## src/rtl/regfile_pkg.sv

```systemverilog
`default_nettype none
// ============================================================================
// regfile_pkg : shared constants, queue state encoding and address decode
// Revision    : 1.0
// ============================================================================
package regfile_pkg;

  localparam int DATA_W   = 16;
  localparam int NUM_REGS = 16;
  localparam int ADDR_W   = 4;

  typedef enum logic [1:0] {
    Q_EMPTY = 2'd0,
    Q_ONE   = 2'd1,
    Q_FULL  = 2'd2
  } q_state_t;

  function automatic logic [NUM_REGS-1:0] onehot_decode(input logic [ADDR_W-1:0] addr);
    logic [NUM_REGS-1:0] one;
    one = {{(NUM_REGS-1){1'b0}}, 1'b1};
    return one << addr;
  endfunction

endpackage
`default_nettype wire

```

## src/rtl/regfile_write_port_if.sv

```systemverilog
`default_nettype none
// ============================================================================
// regfile_write_port_if : writeback request handshake (valid/ready + addr/data)
// Revision              : 1.0
// ============================================================================
interface regfile_write_port_if #(
  parameter int ADDR_W = regfile_pkg::ADDR_W,
  parameter int DATA_W = regfile_pkg::DATA_W
);

  logic              wr_valid;
  logic              wr_ready;
  logic [ADDR_W-1:0] wr_addr;
  logic [DATA_W-1:0] wr_data;

  modport master (
    output wr_valid,
    output wr_addr,
    output wr_data,
    input  wr_ready
  );

  modport slave (
    input  wr_valid,
    input  wr_addr,
    input  wr_data,
    output wr_ready
  );

endinterface
`default_nettype wire

```

## src/rtl/decoder_4to16.sv

```systemverilog
`default_nettype none
// ============================================================================
// decoder_4to16 : gated address to one-hot register enable
// Revision      : 1.0
// ============================================================================
module decoder_4to16
  import regfile_pkg::*;
(
  input  logic [ADDR_W-1:0]   addr,
  input  logic                en,
  output logic [NUM_REGS-1:0] onehot
);

  assign onehot = en ? onehot_decode(addr) : '0;

endmodule
`default_nettype wire

```

## src/rtl/regfile_write_port.sv

```systemverilog
`default_nettype none
// ============================================================================
// regfile_write_port : 2-entry in-order write queue feeding the 16x16 bank
// Revision           : 1.0
// ============================================================================
module regfile_write_port #(
  parameter int DATA_W   = regfile_pkg::DATA_W,
  parameter int NUM_REGS = regfile_pkg::NUM_REGS,
  parameter int ADDR_W   = regfile_pkg::ADDR_W,
  parameter int DEPTH    = 2,
  parameter bit ZERO_R0  = 1'b0
) (
  input  logic                       clk,
  input  logic                       reset,
  regfile_write_port_if.slave        wr,
  input  logic                       hold,
  output logic [NUM_REGS-1:0]        wr_en_onehot,
  output logic [NUM_REGS*DATA_W-1:0] regs_flat,
  output logic [NUM_REGS-1:0]        pending,
  output logic                       busy
);

  import regfile_pkg::*;

  typedef struct packed {
    logic [ADDR_W-1:0] addr;
    logic [DATA_W-1:0] data;
  } entry_t;

  q_state_t            r_state;
  logic                r_head;
  entry_t              r_entry [DEPTH];
  logic [DATA_W-1:0]   r_regs  [NUM_REGS];

  logic                w_push;
  logic                w_pop;
  logic                w_tail;
  entry_t              w_head_entry;
  logic [DEPTH-1:0]    w_slot_valid;
  logic [NUM_REGS-1:0] w_slot_onehot [DEPTH];
  logic [NUM_REGS-1:0] w_dec_commit;

  // Ready depends on state alone, so a pop never frees a slot in the same cycle.
  assign wr.wr_ready   = (r_state != Q_FULL);
  assign w_push        = wr.wr_valid & wr.wr_ready;
  assign w_pop         = ~hold & (r_state != Q_EMPTY);
  assign w_tail        = (r_state == Q_ONE) ? ~r_head : r_head;
  assign w_head_entry  = r_entry[r_head];
  assign busy          = (r_state != Q_EMPTY);

  always_ff @(posedge clk or posedge reset) begin
    if (reset) begin
      r_state <= Q_EMPTY;
      r_head  <= 1'b0;
      for (int i = 0; i < DEPTH; i++) begin
        r_entry[i] <= '0;
      end
    end else begin
      if (w_push) begin
        r_entry[w_tail].addr <= wr.wr_addr;
        r_entry[w_tail].data <= wr.wr_data;
      end
      if (w_pop) begin
        r_head <= ~r_head;
      end
      case (r_state)
        Q_EMPTY: begin
          if (w_push) r_state <= Q_ONE;
        end
        Q_ONE: begin
          if (w_push && !w_pop)      r_state <= Q_FULL;
          else if (!w_push && w_pop) r_state <= Q_EMPTY;
        end
        Q_FULL: begin
          if (w_pop) r_state <= Q_ONE;
        end
        default: r_state <= Q_EMPTY;
      endcase
    end
  end

  for (genvar s = 0; s < DEPTH; s++) begin : g_slot
    assign w_slot_valid[s] = (r_state == Q_FULL) ||
                             ((r_state == Q_ONE) && (r_head == 1'(s)));
    decoder_4to16 u_dec_pending (
      .addr   (r_entry[s].addr),
      .en     (w_slot_valid[s]),
      .onehot (w_slot_onehot[s])
    );
  end

  always_comb begin
    pending = '0;
    for (int s = 0; s < DEPTH; s++) begin
      pending = pending | w_slot_onehot[s];
    end
  end

  decoder_4to16 u_dec_commit (
    .addr   (w_head_entry.addr),
    .en     (w_pop),
    .onehot (w_dec_commit)
  );

  // An r0 commit still pops the queue but never raises an enable.
  if (ZERO_R0) begin : g_r0_masked
    assign wr_en_onehot = {w_dec_commit[NUM_REGS-1:1], 1'b0};
  end else begin : g_r0_writable
    assign wr_en_onehot = w_dec_commit;
  end

  always_ff @(posedge clk or posedge reset) begin
    if (reset) begin
      for (int i = 0; i < NUM_REGS; i++) begin
        r_regs[i] <= '0;
      end
    end else begin
      for (int i = 0; i < NUM_REGS; i++) begin
        if (wr_en_onehot[i]) r_regs[i] <= w_head_entry.data;
      end
    end
  end

  for (genvar r = 0; r < NUM_REGS; r++) begin : g_flat
    assign regs_flat[r*DATA_W +: DATA_W] = r_regs[r];
  end

endmodule
`default_nettype wire
```

## src/flat_wrapper.sv

```systemverilog
// flat-port wrapper written by rule: the top's interface ports become plain ports
module regfile_write_port_flat import regfile_pkg::*;
#(
  parameter int DATA_W   = regfile_pkg::DATA_W,
  parameter int NUM_REGS = regfile_pkg::NUM_REGS,
  parameter int ADDR_W   = regfile_pkg::ADDR_W,
  parameter int DEPTH    = 2,
  parameter bit ZERO_R0  = 1'b0
)
  (clk, reset, hold, wr_en_onehot, regs_flat, pending, busy, wr_wr_valid, wr_wr_addr, wr_wr_data, wr_wr_ready);
  regfile_write_port_if #(.ADDR_W(ADDR_W), .DATA_W(DATA_W)) wr_i ();
  input  logic clk;
  input  logic reset;
  input  logic hold;
  output logic [NUM_REGS-1:0] wr_en_onehot;
  output logic [NUM_REGS*DATA_W-1:0] regs_flat;
  output logic [NUM_REGS-1:0] pending;
  output logic busy;
  input wire logic [$bits(wr_i.wr_valid)-1:0] wr_wr_valid;
  input wire logic [$bits(wr_i.wr_addr)-1:0] wr_wr_addr;
  input wire logic [$bits(wr_i.wr_data)-1:0] wr_wr_data;
  output wire logic [$bits(wr_i.wr_ready)-1:0] wr_wr_ready;
  assign wr_i.wr_valid = wr_wr_valid;
  assign wr_i.wr_addr = wr_wr_addr;
  assign wr_i.wr_data = wr_wr_data;
  assign wr_wr_ready = wr_i.wr_ready;
  regfile_write_port #(.DATA_W(DATA_W), .NUM_REGS(NUM_REGS), .ADDR_W(ADDR_W), .DEPTH(DEPTH), .ZERO_R0(ZERO_R0)) u_core (.clk(clk), .reset(reset), .wr(wr_i), .hold(hold), .wr_en_onehot(wr_en_onehot), .regs_flat(regs_flat), .pending(pending), .busy(busy));
endmodule
```

## config.mk

```make
export PLATFORM = sky130hd
export DESIGN_NAME = regfile_write_port_flat
export DESIGN_NICKNAME = d
export VERILOG_FILES = /design/src/rtl/regfile_pkg.sv /design/src/rtl/regfile_write_port_if.sv /design/src/rtl/decoder_4to16.sv /design/src/rtl/regfile_write_port.sv /design/src/flat_wrapper.sv
export SDC_FILE = /design/constraint.sdc
export NUM_CORES = 1
export LEC_CHECK = 0
export ABC_CLOCK_PERIOD_IN_PS = 11100
export CORE_MARGIN = 3
export CORE_UTILIZATION = 49
export DETAILED_ROUTE_END_ITERATION = 16
export PLACE_DENSITY_LB_ADDON = 0.2
export SYNTH_ARGS = -nofsm -noshare
export SYNTH_HDL_FRONTEND = slang
export SYNTH_SLANG_ARGS = --single-unit
```

## constraint.sdc

```tcl
create_clock -name clk -period 11.1 [get_ports clk]
set_clock_uncertainty 0.15 [all_clocks]
set_input_delay 1.11 -clock clk [delete_from_list [all_inputs] [get_ports clk]]
set_output_delay 1.11 -clock clk [all_outputs]
set_load 0.03 [all_outputs]
```

==> flow_summary_export.csv <==
group,metric,value,unit
status,status,"complete, no violations",
routing,wire_per_inst,23.1,um
global_routing,grt_pass1_wl,50000,um
clock_tree,cts_buffers,31,
synthesis,syn_inst,746,
final_layout,fill_cells,1718,
synthesis,synth_edf_count,0,
power_and_ir_drop,ir_worst_vdd,0.214,mV
final_layout,syn_to_final_growth,36.0,%
synthesis,ys_seq_area_frac,0.608,
power_and_ir_drop,power_per_cell_area,371,nW/um^2
power_and_ir_drop,p_leak,0.00716,uW
place,port_buffers,313,
timing,min_period,4830,ps
clock_tree,cts_resized,0,
critical_path,critPathCaptureType,"primary output",
routing,drt_iter0_drc,407,
global_routing,grt_pass1_vias,8026,
global_routing,antenna_found_initial,0,
routing,dr.pass1.iters,4,
timing,slew_violations,0,
final_layout,drive_above_1_share,0.366,
timing,hold_viol,0,
clock_tree,postCtsSetupBuffers,0,
clock_tree,clockRootBuffer,"clkbuf_16",
clock_tree,clock_latency,560,ps
synthesis,ys.flop_type,"dfrtp_1",
global_routing,grt_overflow,0,
synthesis,synth-seq-cells,299,
run,drv_cap,0,
timing,fin_setup_tns,0,ps
timing,setup_ws,6270,ps
global_routing,grt_max_degree,180,
clock_tree,cts_tree,"done",
routing,drt-vias-per-instance,5.36,
final_layout,multi_input_area,4470,um^2
clock_tree,clkTransAtPathRegs,60,ps
clock_tree,clock-sinks,299,
die,die-area,27100,um^2
global_routing,grt_usage,0.240,
synthesis,syn_area_per_cell,16.5,um^2
critical_path,critPathArrivalTime,3570,ps
critical_path,crit_required,9840,ps
routing,ant_nets,0,
timing,rsz0062_at_grt,"false",
die,core_area,24500,um^2
synthesis,synth_commonest_cells,"dfrtp_1, mux2_2, clkbuf_1",
final_layout,final_area,16700,um^2
critical_path,worstPathMaxFanout,17,
place,dpl.hpwl,22000,um
routing,vias,7532,
critical_path,crit_type,"in2out",
synthesis,synth_largest_area_cell,"dfrtp_1",
final_layout,seq_area,7480,um^2
synthesis,syn_area,12300,um^2
timing,tightestPinTransition,1240,ps
synthesis,yosys_warnings,0,
place,place.gp.congestion,0.834,
die,num_rows,57,
timing,maxSlewHeadroom,0.155,
synthesis,yosysTopAreaCellShare,0.608,
synthesis,synth_fp_nets,772,
critical_path,startpoint_type,"input pin",
die,dieHeight,164,um
timing,whs,337,ps
final_layout,nets,1084,
die,start_util,0.502,
synthesis,yosysMostFrequentCell,"dfrtp_1",
synthesis,synth_cell_types,30,
routing,drc,0,
final_layout,diodes,0,
timing,max_freq,207,MHz
die,io_pins,314,
timing,period_share,0.435,
die,die-width,164,um
place,dp_slack,6290,ps
hold_path,min_path_type,"reg2reg",
routing,routed_wl,32500,um
clock_tree,htreeDepth,1,
synthesis,synth.area.top_cells,"dfrtp_1, mux2_2, a2111oi_4",
clock_tree,ctsHoldBuffers,0,
final_layout,final_util,0.682,
place,place_area,15700,um^2
timing,setup_violations,0,
clock_tree,clockBufferDepth,3,
synthesis,synth-async-reset-ratio,1.00,
-- power by group --
| part | switching, uW | internal (uW) | leakage [uW] |
|---|---|---|---|
| registers | 302 | 1600 | 0.00380 |
| logic | 1890 | 1340 | 0.00283 |
| clock network | 431 | 643 | 0.000531 |
| total | 2620 | 3590 | 0.00716 |
-- layer usage --
layer	share of wire	track usage	wire length, um
met5	0	0	0
met4	0.022	0.0507	702
met3	0.083	0.0800	2710
met1	0.42	0.325	13500
met2	0.48	0.384	15600
-- kinds of logic (layout without fill, tap and decap cells) --
group / count (synthesis) / after routing / share of synthesized area
compound gates: 44 / 44 / 0.0507
xor+xnor: 1 / 1 / 0.000712
fa+ha+maj: 2 / 2 / 0.00203
buf+inv: 59 / 395 / 0.0301
flops: 299 / 299 / 0.608
mux: 317 / 317 / 0.296
simple gates: 24 / 24 / 0.0127
-- through the flow --
stage	power [uW]	instances
final	6210	1406
after global routing	6500	1406
after detailed placement	5160	1349
after global placement	5100	1349
after floorplan	3820	746
after CTS	6260	1406
-- sequential cells by signal, summed over array words and instances (netlist names) --
register / cells
u_core.r_state: 2
u_core.regs_flat: 256
u_core.r_entry: 40
u_core.r_head: 1
-- final cells by class --
type / instances / share of cell area
Tap cell: 324 / 0.0242
Clock buffer: 43 / 0.0520
Inverter: 7 / 0.00202
Multi-Input combinational cell: 388 / 0.267
Timing Repair Buffer: 331 / 0.196
Clock inverter: 14 / 0.0117
Sequential cell: 299 / 0.447
-- critical path, cell delays in order --
cell	delay [ps]
clkdlybuf4s50_1	490
o21bai_4	450
a2111oi_4	400
buf_4	340
clkdlybuf4s50_1	750
-- cell usage in the layout (no fill, tap or decap), types with 2 or more instances in the layout --
master / instances
a2111oi_4: 16
clkdlybuf4s50_1: 313
mux2i_2: 2
clkbuf_16: 31
nand3b_1: 3
or3b_1: 2
or2_2: 3
bufinv_16: 4
nor2b_1: 4
ha_1: 2
nand2b_1: 4
o22ai_1: 17
inv_1: 6
nand2_1: 3
mux2_2: 285
mux2_1: 11
o211ai_1: 8
dfrtp_1: 299
clkinv_2: 8
buf_4: 17
nand3_1: 2
mux2_4: 18
clkbuf_8: 5
clkbuf_1: 7
-- final timing paths --
path	startpoint	to	slack [ps]	cells past startpoint
worst min register to register	u_core.regs_flat[34]	u_core.regs_flat[34]	340	1
worst min-delay path	u_core.regs_flat[34]	u_core.regs_flat[34]	340	1
worst max-delay path	hold	wr_en_onehot[11]	6270	5
max in group asynchronous	reset	u_core.regs_flat[16]	8420	3
min in group asynchronous	reset	u_core.regs_flat[107]	970	2
worst max register to register	u_core.r_head	u_core.r_entry[6]	8030	5
No activity file was read; power rests on OpenSTA's default activity.
